$ cat config.mk
export PLATFORM = sky130hd
export DESIGN_NAME = rstxq_01a_flat
export DESIGN_NICKNAME = d
export VERILOG_FILES = /design/src/rtl/rstxq_01a_if.sv /design/src/rtl/rstxq_01a.sv /design/src/flat_wrapper.sv
export SDC_FILE = /design/constraint.sdc
export NUM_CORES = 1
export LEC_CHECK = 0
export BUFFER_PORTS_ARGS = -buffer_cell sky130_fd_sc_hd__buf_4
export CORE_MARGIN = 5
export CORE_UTILIZATION = 49
export CTS_CLUSTER_SIZE = 40
export DETAILED_ROUTE_END_ITERATION = 7
export GPL_TIMING_DRIVEN = 0
export PLACE_DENSITY = 0.66
export RECOVER_POWER = 50
export SETUP_SLACK_MARGIN = 0.3
export SYNTH_ARGS = -nofsm -noshare
export SYNTH_HDL_FRONTEND = slang
export SYNTH_SLANG_ARGS = --single-unit
$ cat constraint.sdc
create_clock -name pavsv01a2rstxq01aRSClk -period 9.46 [get_ports pavsv01a2rstxq01aRSClk]
set_clock_uncertainty 0.1 [all_clocks]
set_input_delay 0.946 -clock pavsv01a2rstxq01aRSClk [delete_from_list [all_inputs] [get_ports pavsv01a2rstxq01aRSClk]]
set_output_delay 0.946 -clock pavsv01a2rstxq01aRSClk [all_outputs]
set_load 0.1 [all_outputs]
$ cat src/rtl/rstxq_01a_if.sv
// Bus bundle for the transmit byte queue: the debug-side push/status
// signals and the serial-block TxStart/TxData/TxStatus handshake.
// Member names match the original port names of rstxq_01a.
interface rstxq_01a_if #(
    parameter int unsigned ADDR_W = 4
);
    // debug interface side
    logic              dbgif01a2rstxq01aWrEn;
    logic [7:0]        dbgif01a2rstxq01aWrData;
    logic              dbgif01a2rstxq01aFlush;
    logic              dbgif01a2rstxq01aErrClr;
    logic              rstxq01a2dbgif01aFull;
    logic              rstxq01a2dbgif01aEmpty;
    logic [ADDR_W:0]   rstxq01a2dbgif01aLevel;
    logic              rstxq01a2dbgif01aOvfErr;
    logic              rstxq01a2dbgif01aAckErr;
    // serial block side
    logic              rstxq01a2rsio_01aTxStart;
    logic [7:0]        rstxq01a2rsio_01aTxData;
    logic              rsio_01a2rstxq01aTxStatus;

    // seen from the queue itself
    modport slave (
        input  dbgif01a2rstxq01aWrEn,
        input  dbgif01a2rstxq01aWrData,
        input  dbgif01a2rstxq01aFlush,
        input  dbgif01a2rstxq01aErrClr,
        output rstxq01a2dbgif01aFull,
        output rstxq01a2dbgif01aEmpty,
        output rstxq01a2dbgif01aLevel,
        output rstxq01a2dbgif01aOvfErr,
        output rstxq01a2dbgif01aAckErr,
        output rstxq01a2rsio_01aTxStart,
        output rstxq01a2rsio_01aTxData,
        input  rsio_01a2rstxq01aTxStatus
    );

    // seen from the surrounding logic (debug interface + serial block)
    modport master (
        output dbgif01a2rstxq01aWrEn,
        output dbgif01a2rstxq01aWrData,
        output dbgif01a2rstxq01aFlush,
        output dbgif01a2rstxq01aErrClr,
        input  rstxq01a2dbgif01aFull,
        input  rstxq01a2dbgif01aEmpty,
        input  rstxq01a2dbgif01aLevel,
        input  rstxq01a2dbgif01aOvfErr,
        input  rstxq01a2dbgif01aAckErr,
        input  rstxq01a2rsio_01aTxStart,
        input  rstxq01a2rsio_01aTxData,
        output rsio_01a2rstxq01aTxStatus
    );
endinterface

$ cat src/rtl/rstxq_01a.sv
// Transmit byte queue in front of the RS232-C serial block: buffers bytes
// pushed by the debug interface and paces them into the serial block's
// TxStart/TxData/TxStatus handshake, with level and sticky error reporting.
module rstxq_01a #(
    parameter int unsigned ADDR_W = 4,
    parameter int unsigned ACK_TO = 64
) (
    input  logic         pavsv01a2rstxq01aRSClk,
    input  logic         pavsv01a2rstxq01aReset_n,
    rstxq_01a_if.slave   bus
);
    localparam int unsigned      DEPTH    = 1 << ADDR_W;
    localparam int unsigned      CNT_W    = (ACK_TO > 2) ? $clog2(ACK_TO) : 1;
    localparam logic [CNT_W-1:0] CNT_LAST = CNT_W'(ACK_TO - 1);
    localparam logic [CNT_W-1:0] CNT_ONE  = CNT_W'(1);
    localparam logic [ADDR_W:0]  LVL_FULL = (ADDR_W + 1)'(DEPTH);

    typedef enum logic [1:0] {
        ST_IDLE,
        ST_START,
        ST_WAIT_BUSY,
        ST_WAIT_DONE
    } state_t;

    state_t            state_q, state_d;
    logic [ADDR_W:0]   wr_ptr_q, wr_ptr_d;
    logic [ADDR_W:0]   rd_ptr_q, rd_ptr_d;
    logic [ADDR_W:0]   level_q, level_d;
    logic              full_q, full_d;
    logic              empty_q, empty_d;
    logic              ovf_q, ovf_d;
    logic              ack_err_q, ack_err_d;
    logic              tx_start_q, tx_start_d;
    logic [7:0]        tx_data_q, tx_data_d;
    logic [CNT_W-1:0]  ack_cnt_q, ack_cnt_d;
    logic [7:0]        mem_q [DEPTH];

    logic              pop;
    logic              ack_set;
    logic              push_req;
    logic              push_ok;
    logic              ovf_set;

    // Transmit sequencer: pop into TxData, pulse TxStart, then track TxStatus
    always_comb begin
        state_d    = state_q;
        ack_cnt_d  = ack_cnt_q;
        tx_data_d  = tx_data_q;
        tx_start_d = 1'b0;
        pop        = 1'b0;
        ack_set    = 1'b0;
        case (state_q)
            ST_IDLE: begin
                if (!empty_q && !bus.rsio_01a2rstxq01aTxStatus) begin
                    pop        = 1'b1;
                    tx_data_d  = mem_q[rd_ptr_q[ADDR_W-1:0]];
                    tx_start_d = 1'b1;
                    state_d    = ST_START;
                end
            end
            ST_START: begin
                ack_cnt_d = '0;
                state_d   = ST_WAIT_BUSY;
            end
            ST_WAIT_BUSY: begin
                if (bus.rsio_01a2rstxq01aTxStatus) begin
                    state_d = ST_WAIT_DONE;
                end else begin
                    ack_cnt_d = ack_cnt_q + CNT_ONE;
                    if (ack_cnt_d == CNT_LAST) begin
                        // byte is abandoned, no retry
                        ack_set = 1'b1;
                        state_d = ST_IDLE;
                    end
                end
            end
            ST_WAIT_DONE: begin
                if (!bus.rsio_01a2rstxq01aTxStatus) begin
                    state_d = ST_IDLE;
                end
            end
            default: state_d = ST_IDLE;
        endcase
    end

    // FIFO pointers, level/flags and sticky error flags
    always_comb begin
        push_req = bus.dbgif01a2rstxq01aWrEn && !bus.dbgif01a2rstxq01aFlush;
        // a same-cycle pop frees the slot, so a push while full is still taken
        push_ok  = push_req && (!full_q || pop);
        ovf_set  = push_req && full_q && !pop;
        if (bus.dbgif01a2rstxq01aFlush) begin
            wr_ptr_d = '0;
            rd_ptr_d = '0;
        end else begin
            wr_ptr_d = wr_ptr_q + {{ADDR_W{1'b0}}, push_ok};
            rd_ptr_d = rd_ptr_q + {{ADDR_W{1'b0}}, pop};
        end
        level_d = wr_ptr_d - rd_ptr_d;
        full_d  = (level_d == LVL_FULL);
        empty_d = (level_d == '0);
        if (ovf_set) begin
            ovf_d = 1'b1;
        end else if (bus.dbgif01a2rstxq01aErrClr) begin
            ovf_d = 1'b0;
        end else begin
            ovf_d = ovf_q;
        end
        if (ack_set) begin
            ack_err_d = 1'b1;
        end else if (bus.dbgif01a2rstxq01aErrClr) begin
            ack_err_d = 1'b0;
        end else begin
            ack_err_d = ack_err_q;
        end
    end

    // State and output registers
    always_ff @(posedge pavsv01a2rstxq01aRSClk or negedge pavsv01a2rstxq01aReset_n) begin
        if (!pavsv01a2rstxq01aReset_n) begin
            state_q    <= ST_IDLE;
            wr_ptr_q   <= '0;
            rd_ptr_q   <= '0;
            level_q    <= '0;
            full_q     <= 1'b0;
            empty_q    <= 1'b1;
            ovf_q      <= 1'b0;
            ack_err_q  <= 1'b0;
            tx_start_q <= 1'b0;
            tx_data_q  <= '0;
            ack_cnt_q  <= '0;
        end else begin
            state_q    <= state_d;
            wr_ptr_q   <= wr_ptr_d;
            rd_ptr_q   <= rd_ptr_d;
            level_q    <= level_d;
            full_q     <= full_d;
            empty_q    <= empty_d;
            ovf_q      <= ovf_d;
            ack_err_q  <= ack_err_d;
            tx_start_q <= tx_start_d;
            tx_data_q  <= tx_data_d;
            ack_cnt_q  <= ack_cnt_d;
        end
    end

    // Byte storage; contents are don't-care until written
    always_ff @(posedge pavsv01a2rstxq01aRSClk) begin
        if (push_ok) begin
            mem_q[wr_ptr_q[ADDR_W-1:0]] <= bus.dbgif01a2rstxq01aWrData;
        end
    end

    assign bus.rstxq01a2dbgif01aFull    = full_q;
    assign bus.rstxq01a2dbgif01aEmpty   = empty_q;
    assign bus.rstxq01a2dbgif01aLevel   = level_q;
    assign bus.rstxq01a2dbgif01aOvfErr  = ovf_q;
    assign bus.rstxq01a2dbgif01aAckErr  = ack_err_q;
    assign bus.rstxq01a2rsio_01aTxStart = tx_start_q;
    assign bus.rstxq01a2rsio_01aTxData  = tx_data_q;
endmodule

$ cat src/flat_wrapper.sv
// flat-port wrapper written by rule: the top's interface ports become plain ports
module rstxq_01a_flat 
#(
    parameter int unsigned ADDR_W = 4,
    parameter int unsigned ACK_TO = 64
)
  (pavsv01a2rstxq01aRSClk, pavsv01a2rstxq01aReset_n, bus_dbgif01a2rstxq01aWrEn, bus_dbgif01a2rstxq01aWrData, bus_dbgif01a2rstxq01aFlush, bus_dbgif01a2rstxq01aErrClr, bus_rstxq01a2dbgif01aFull, bus_rstxq01a2dbgif01aEmpty, bus_rstxq01a2dbgif01aLevel, bus_rstxq01a2dbgif01aOvfErr, bus_rstxq01a2dbgif01aAckErr, bus_rstxq01a2rsio_01aTxStart, bus_rstxq01a2rsio_01aTxData, bus_rsio_01a2rstxq01aTxStatus);
  rstxq_01a_if #(.ADDR_W(ADDR_W)) bus_i ();
  input  logic pavsv01a2rstxq01aRSClk;
  input  logic pavsv01a2rstxq01aReset_n;
  input wire logic [$bits(bus_i.dbgif01a2rstxq01aWrEn)-1:0] bus_dbgif01a2rstxq01aWrEn;
  input wire logic [$bits(bus_i.dbgif01a2rstxq01aWrData)-1:0] bus_dbgif01a2rstxq01aWrData;
  input wire logic [$bits(bus_i.dbgif01a2rstxq01aFlush)-1:0] bus_dbgif01a2rstxq01aFlush;
  input wire logic [$bits(bus_i.dbgif01a2rstxq01aErrClr)-1:0] bus_dbgif01a2rstxq01aErrClr;
  output wire logic [$bits(bus_i.rstxq01a2dbgif01aFull)-1:0] bus_rstxq01a2dbgif01aFull;
  output wire logic [$bits(bus_i.rstxq01a2dbgif01aEmpty)-1:0] bus_rstxq01a2dbgif01aEmpty;
  output wire logic [$bits(bus_i.rstxq01a2dbgif01aLevel)-1:0] bus_rstxq01a2dbgif01aLevel;
  output wire logic [$bits(bus_i.rstxq01a2dbgif01aOvfErr)-1:0] bus_rstxq01a2dbgif01aOvfErr;
  output wire logic [$bits(bus_i.rstxq01a2dbgif01aAckErr)-1:0] bus_rstxq01a2dbgif01aAckErr;
  output wire logic [$bits(bus_i.rstxq01a2rsio_01aTxStart)-1:0] bus_rstxq01a2rsio_01aTxStart;
  output wire logic [$bits(bus_i.rstxq01a2rsio_01aTxData)-1:0] bus_rstxq01a2rsio_01aTxData;
  input wire logic [$bits(bus_i.rsio_01a2rstxq01aTxStatus)-1:0] bus_rsio_01a2rstxq01aTxStatus;
  assign bus_i.dbgif01a2rstxq01aWrEn = bus_dbgif01a2rstxq01aWrEn;
  assign bus_i.dbgif01a2rstxq01aWrData = bus_dbgif01a2rstxq01aWrData;
  assign bus_i.dbgif01a2rstxq01aFlush = bus_dbgif01a2rstxq01aFlush;
  assign bus_i.dbgif01a2rstxq01aErrClr = bus_dbgif01a2rstxq01aErrClr;
  assign bus_rstxq01a2dbgif01aFull = bus_i.rstxq01a2dbgif01aFull;
  assign bus_rstxq01a2dbgif01aEmpty = bus_i.rstxq01a2dbgif01aEmpty;
  assign bus_rstxq01a2dbgif01aLevel = bus_i.rstxq01a2dbgif01aLevel;
  assign bus_rstxq01a2dbgif01aOvfErr = bus_i.rstxq01a2dbgif01aOvfErr;
  assign bus_rstxq01a2dbgif01aAckErr = bus_i.rstxq01a2dbgif01aAckErr;
  assign bus_rstxq01a2rsio_01aTxStart = bus_i.rstxq01a2rsio_01aTxStart;
  assign bus_rstxq01a2rsio_01aTxData = bus_i.rstxq01a2rsio_01aTxData;
  assign bus_i.rsio_01a2rstxq01aTxStatus = bus_rsio_01a2rstxq01aTxStatus;
  rstxq_01a #(.ADDR_W(ADDR_W), .ACK_TO(ACK_TO)) u_core (.pavsv01a2rstxq01aRSClk(pavsv01a2rstxq01aRSClk), .pavsv01a2rstxq01aReset_n(pavsv01a2rstxq01aReset_n), .bus(bus_i));
endmodule
==> results of run 1 <==
## registers in the layout, summed over array words and instances, names as in the netlist
| register | count |
|---|---|
| u_core.mem_q | 128 |
| u_core.bus.rstxq01a2rsio_01aTxData | 8 |
| u_core.ack_cnt_q | 6 |
| u_core.bus.rstxq01a2dbgif01aLevel | 5 |
| u_core.rd_ptr_q | 5 |
| u_core.wr_ptr_q | 5 |
| u_core.state_q | 2 |
| u_core.bus.rstxq01a2dbgif01aAckErr | 1 |
| u_core.bus.rstxq01a2dbgif01aEmpty | 1 |
| u_core.bus.rstxq01a2dbgif01aFull | 1 |
| u_core.bus.rstxq01a2dbgif01aOvfErr | 1 |
| u_core.bus.rstxq01a2rsio_01aTxStart | 1 |
## placed cells by master (no fill, tap or decap), types with 5 or more instances in the layout
| master | netlist | final |
|---|---|---|
| nor3_1 | 9 | 6 |
| nor2b_1 | 5 | 5 |
| ha_1 | 10 | 10 |
| buf_4 | 2 | 23 |
| a221oi_1 | 6 | 6 |
| clkbuf_1 | 10 | 21 |
| nand3_1 | 6 | 6 |
| xor2_1 | 10 | 10 |
| o21ai_0 | 6 | 6 |
| inv_1 | 11 | 11 |
| a221o_1 | 6 | 6 |
| mux4_2 | 21 | 21 |
| clkbuf_16 | 0 | 17 |
| edfxtp_1 | 128 | 128 |
| mux2i_1 | 31 | 31 |
| nand2b_1 | 5 | 5 |
| a21oi_1 | 7 | 7 |
| dfrtp_1 | 35 | 35 |
| buf_2 | 5 | 5 |
| nor2_1 | 31 | 31 |
| nand2_1 | 19 | 19 |
## power by group
group	total, mW	leakage, nW	internal (mW)	switching [mW]
sequential	0.840	1.63	0.815	0.0251
clock	0.686	0.284	0.411	0.275
combinational	0.350	0.815	0.0920	0.258
## logic make-up after synthesis
| kind of cell | after synthesis |
|---|---|
| muxes | 54 |
| DFF | 164 |
| and+or+nand+nor | 93 |
| xor gates and xnor gates | 12 |
| adders and majority gates | 11 |
| AOI/OAI and AO/OA | 43 |
| buffers and inverters | 31 |
## metal layers
layer	track usage (%)	routed length [um]	vias to the layer above
met4	5.49	189	0
met2	26.9	6400	96
met1	25.7	6020	1861
met5	0	0	-
met3	4.92	801	16
li1	-	-	1679
## path summary, 6_finish.rpt
kind	startpoint	end	slack, ns
worst max register to register	u_core.state_q[0]$_DFFE_PN0P_	u_core.bus.rstxq01a2dbgif01aEmpty$_DFF_PN1_	5.77
max in group asynchronous	pavsv01a2rstxq01aReset_n	u_core.bus.rstxq01a2dbgif01aLevel[1]$_DFF_PN0_	7.08
worst max-delay path	bus_rsio_01a2rstxq01aTxStatus	u_core.bus.rstxq01a2dbgif01aEmpty$_DFF_PN1_	5.57
min in group asynchronous	pavsv01a2rstxq01aReset_n	u_core.bus.rstxq01a2rsio_01aTxData[7]$_DFFE_PN0P_	1.00
worst min register to register	u_core.bus.rstxq01a2rsio_01aTxData[3]$_DFFE_PN0P_	u_core.bus.rstxq01a2rsio_01aTxData[3]$_DFFE_PN0P_	0.38
worst min-delay path	u_core.bus.rstxq01a2rsio_01aTxData[3]$_DFFE_PN0P_	u_core.bus.rstxq01a2rsio_01aTxData[3]$_DFFE_PN0P_	0.38
## tightest hold or removal path, stage by stage, from the launching register on
cell,delay (ns)
dfrtp_1,0.35
nand2_1,0.05
nand3_1,0.05
## metrics by stage
stage	hold slack [ns]	worst slack (ns)	instance area, sq um	power (mW)
after floorplan	0.411	5.79	6730	1.12
after global placement	0.374	5.39	7180	1.20
after detailed placement	0.376	5.36	7200	1.21
after CTS	0.390	5.78	7780	1.89
after global routing	0.406	5.36	7740	1.95
final	0.383	5.57	7740	1.88
## area by class of cell
| type | count | area share (%) |
|---|---|---|
| Buffer | 20 | 1.15 |
| Clock buffer | 17 | 5.50 |
| Clock inverter | 14 | 2.10 |
| Inverter | 11 | 0.533 |
| Multi-Input combinational cell | 213 | 24.0 |
| Sequential cell | 164 | 61.3 |
| Tap cell | 176 | 2.85 |
| Timing Repair Buffer | 31 | 2.52 |
==> results_dict.tcl, run 1 <==
set metrics [dict create \
    synth_top_family_by_area "multiplexers" \
    clk_latency_ns 0.43 \
    synth_edf_count 128 \
    post-route-util_pct 58.0 \
    num_io_pins 32 \
    p_leak_nw 2.73 \
    grt_max_degree 37 \
    post_cts_resized 0 \
    synth_area_leaders "edfxtp_1 (57%), dfrtp_1 (13%), mux4_2 (7.0%)" \
    h-tree-depth 4 \
    synth_mux_area_share_pct 12.0 \
    rsz0062_at_grt "false" \
    finalSetupTns_ns 0 \
    postSynthAreaPerCell_sq_um 16.5 \
    cp_num_buf_inv 4 \
    hold_viol 0 \
    violations "max-capacitance violations, max-slew violations" \
    synth_cell_types 47 \
    antenna_found_initial 0 \
    yosysMostFrequentCell "edfxtp_1" \
    drc 0 \
    postCtsHoldBufs 0 \
    synth_top_area_share_pct 57.1 \
    hp-class "reg2reg" \
    yosys.area_share.simple_pct 6.90 \
    cp_num_cells 13 \
    gp_congestion 0.779 \
    die_w_um 127 \
    hpwl_um 8660 \
    post_cts_buffers 0 \
    criticalPathCategory "in2reg" \
    synthAdderAreaFrac_pct 2.16 \
    wl_um 13400 \
    synthesis.area_sq_mm 0.00673 \
    fmax_mhz 257 \
    status "finished with violations" \
    ys.flop_type "edfxtp_1" \
    drive_gt1_share_pct 18.9 \
    critPathArrivalTime_ns 4.13 \
    grt_pass1_vias 3699 \
    vias_per_cell 5.65 \
    worst_pin_slew_ns 2.05 \
    cpMaxStageDelayCell "clkbuf_1" \
    rows 42 \
    grt_pass1_wl_um 21300 \
    dr_total_vias 3652 \
    avgRoutedWirePerCell_um 20.8 \
    postSynth.asyncResetShare_pct 22.0 \
    synth_nets 433 \
    die-area_sq_mm 0.0162 \
    period_needed_ns 3.89 \
    critPathTopFamily "adder cells" \
    setup_viol 0 \
    yosys_warnings 0 \
    powerDensity_mw_per_mm2 242 \
    yosysTopAreaCell "edfxtp_1" \
    ff2ff_path_depth 11 \
    irDropWorstVdd_mv 0.128 \
    slew_headroom_pct -36.4 \
    multiInputGateArea_sq_mm 0.00186 \
    n_fill_cell 1010 \
    cp_slowest_stage_delay_ns 0.42 \
    min_path_cells 2 \
    seqCellArea_sq_mm 0.00475 \
    initial_core_util_pct 50.4 \
    synth_seq_cells 164 \
    cap_violations 1 \
    cts_sinks 164 \
    startpoint_type "input pin" \
    cts_root_buf "clkbuf_16" \
    seq_area_frac_synth_pct 70.5 \
    nNetsFinal 483 \
    antenna-diode-count 0 \
    final_cells 646 \
    cp-end-kind "flip-flop" \
    crit_chain "clkbuf_1 -> or4_4 -> clkbuf_1 -> inv_1 -> ha_1 -> nor2b_1 -> ha_1 -> inv_1 -> fa_1 -> a21o_1 -> a21oi_1 -> xor2_1 -> mux2i_1" \
    drt_pass1_iterations 7 \
    port_buffers 31 \
    worstPathRequired_ns 9.70 \
    dp.cells 615 \
    min_period_over_period_pct 41.1 \
    drtIter0Drc 389 \
    synthXorXnorAreaFrac_pct 1.56 \
    grt_usage_pct 17.9 \
    synth-compound-area-share_pct 4.83 \
    tritoncts "done" \
    fp.dieH_um 127 \
    cts_buffers 17 \
    synthCells 408 \
    fp.coreArea_sq_mm 0.0133 \
    area_growth_pct 15.0 \
    ys_top_cells_by_count "edfxtp_1 (128), dfrtp_1 (35), mux2i_1 (31), nor2_1 (31), mux4_2 (21)" \
    antenna_left 0 \
    overflow 0 \
    clk_pin_slew_ns 0.06 \
    path_max_fanout 10 \
    clock_path_buffers 2 \
    final_max_slew_viol_count 37 \
]
No activity file was read; power rests on OpenSTA's default activity.
==> run 2, diff against run 1 <==
PLACE_DENSITY = 0.68   (was 0.66)
clock period = 3.55 ns   (was 9.46 ns; I/O delays follow)
==> results_dict.tcl, run 2 (synthesized netlist as in run 1, its figures left out) <==
set metrics [dict create \
    tritoncts "done" \
    cap_violations 1 \
    path_max_fanout 4 \
    cts_buffers 17 \
    min_period_over_period_pct 91.5 \
    cpMaxStageDelayCell "or4_1" \
    finalSetupTns_ns 0 \
    port_buffers 31 \
    critPathTopFamily "adder cells" \
    final_cell_mix "edfxtp_1 (128), dfrtp_1 (35), mux2i_1 (31)" \
    avgRoutedWirePerCell_um 21.8 \
    irDropWorstVdd_mv 0.361 \
    rows 42 \
    slew_headroom_pct -34.0 \
    drtIter0Drc 345 \
    clk_latency_ns 0.43 \
    grt_pass1_wl_um 21800 \
    clk_pin_slew_ns 0.06 \
    cp_num_buf_inv 3 \
    cp-end-kind "flip-flop" \
    die-area_sq_mm 0.0162 \
    antenna-diode-count 0 \
    final_max_slew_viol_count 37 \
    fp.coreArea_sq_mm 0.0133 \
    h-tree-depth 4 \
    hp-class "in2reg" \
    hpwl_um 8980 \
    largest_reg_flops 128 \
    cp_slowest_stage_delay_ns 0.56 \
    grt_max_degree 37 \
    startpoint_type "flip-flop" \
    cts_root_buf "clkbuf_16" \
    drive_gt1_share_pct 22.9 \
    cp_num_cells 12 \
    overflow 0 \
    min_path_cells 2 \
    drc 0 \
    dr_total_vias 3745 \
    vias_per_cell 5.74 \
    rsz0062_at_grt "true" \
    ff2ff_path_depth 12 \
    initial_core_util_pct 50.4 \
    grt_pass1_vias 3755 \
    fmax_mhz 308 \
    worstPathRequired_ns 3.80 \
    final_common_cell "edfxtp_1" \
    critPathArrivalTime_ns 3.50 \
    fin_hold_ws_ns 0.0167 \
    nNetsFinal 488 \
    antenna_found_initial 0 \
    crit_chain "or4_1 -> buf_8 -> inv_2 -> ha_2 -> nor2b_4 -> ha_4 -> inv_2 -> fa_2 -> nand3b_1 -> a211oi_2 -> o211ai_1 -> mux2i_1" \
    p_leak_nw 2.71 \
    setup_viol 0 \
    cpMostUsedCell "inv_2" \
    area_growth_pct 16.4 \
    violations "max-capacitance violations, max-slew violations" \
    cts_sinks 164 \
    antenna_left 0 \
    grt_usage_pct 18.3 \
    gp_congestion 0.828 \
    criticalPathCategory "reg2reg" \
    fp.dieH_um 127 \
    powerDensity_mw_per_mm2 622 \
    hold_viol 0 \
    period_needed_ns 3.25 \
    die_w_um 127 \
    wl_um 14200 \
    status "finished with violations" \
    worst_pin_slew_ns 2.01 \
    clock_path_buffers 2 \
    drt_pass1_iterations 5 \
    num_io_pins 32 \
]
[run 2: changes by cell type in the layout (fill, tap and decap cells not counted), moves of 3 or more]
| cell | previous run | this run |
|---|---|---|
| bufinv_16 | 3 | 0 |
| clkbuf_1 | 21 | 26 |
| ha_1 | 10 | 4 |
| ha_4 | 0 | 4 |
[run 2: worst paths after layout]
| check | from | to | slack (ns) |
|---|---|---|---|
| max reg2reg | u_core.state_q[0]$_DFFE_PN0P_ | u_core.bus.rstxq01a2dbgif01aEmpty$_DFF_PN1_ | 0.30 |
| min | bus_dbgif01a2rstxq01aErrClr | u_core.bus.rstxq01a2dbgif01aAckErr$_DFFE_PN0P_ | 0.02 |
| min reg2reg | u_core.bus.rstxq01a2rsio_01aTxData[3]$_DFFE_PN0P_ | u_core.bus.rstxq01a2rsio_01aTxData[3]$_DFFE_PN0P_ | 0.38 |
| min in group asynchronous | pavsv01a2rstxq01aReset_n | u_core.ack_cnt_q[3]$_DFFE_PN0P_ | 0.94 |
| max in group asynchronous | pavsv01a2rstxq01aReset_n | u_core.wr_ptr_q[1]$_DFF_PN0_ | 1.26 |
| max | u_core.state_q[0]$_DFFE_PN0P_ | u_core.bus.rstxq01a2dbgif01aEmpty$_DFF_PN1_ | 0.30 |
[run 2: routing by layer]
layer	vias up	part of all wire (%)	track usage, %
met5	-	0	0
met4	0	2.0	6.56
met3	21	5.1	4.34
met2	104	48	27.9
met1	1920	45	26.0
li1	1700	-	-
[run 2: what timing repair did]
action / 4_1_cts / 5_1_grt
hold endpoints to repair: 35 / 0
pin swaps: 9 / 12
buffers inserted: 2 / 2
gates resized for setup: 12 / 11
hold buffers: 1 / 0
endpoints found under the setup margin: 3 / 3
[run 2: cell type report]
class                      count  area (sq um)
clock inverter                14           106
inverter                      11          41.3
sequential                   164          4750
clock buffer                  18           429
timing repair buffer          36           213
fill                        1046          5510
tap                          176           220
multi-input combinational    213          1970
buffer                        20           101
[run 2: metrics by stage]
stage	instances	worst slack [ns]	total power, mW	area [sq um]	utilization, %
final	652	0.303	4.87	7840	58.7
after global routing	652	0.205	5.03	7840	58.7
after CTS	650	0.311	4.90	7840	58.7
after detailed placement	615	0.173	3.23	7220	54.1
after global placement	615	0.207	3.21	7200	54.0
after floorplan	408	0.319	3.00	6750	-
[run 2: where the power goes]
group / leakage [nW] / switching, mW / internal [mW] / total (mW)
registers: 1.63 / 0.0719 / 2.18 / 2.25
logic: 0.823 / 0.700 / 0.257 / 0.956
clock network: 0.259 / 0.766 / 0.901 / 1.67
total: 2.71 / 1.54 / 3.33 / 4.87
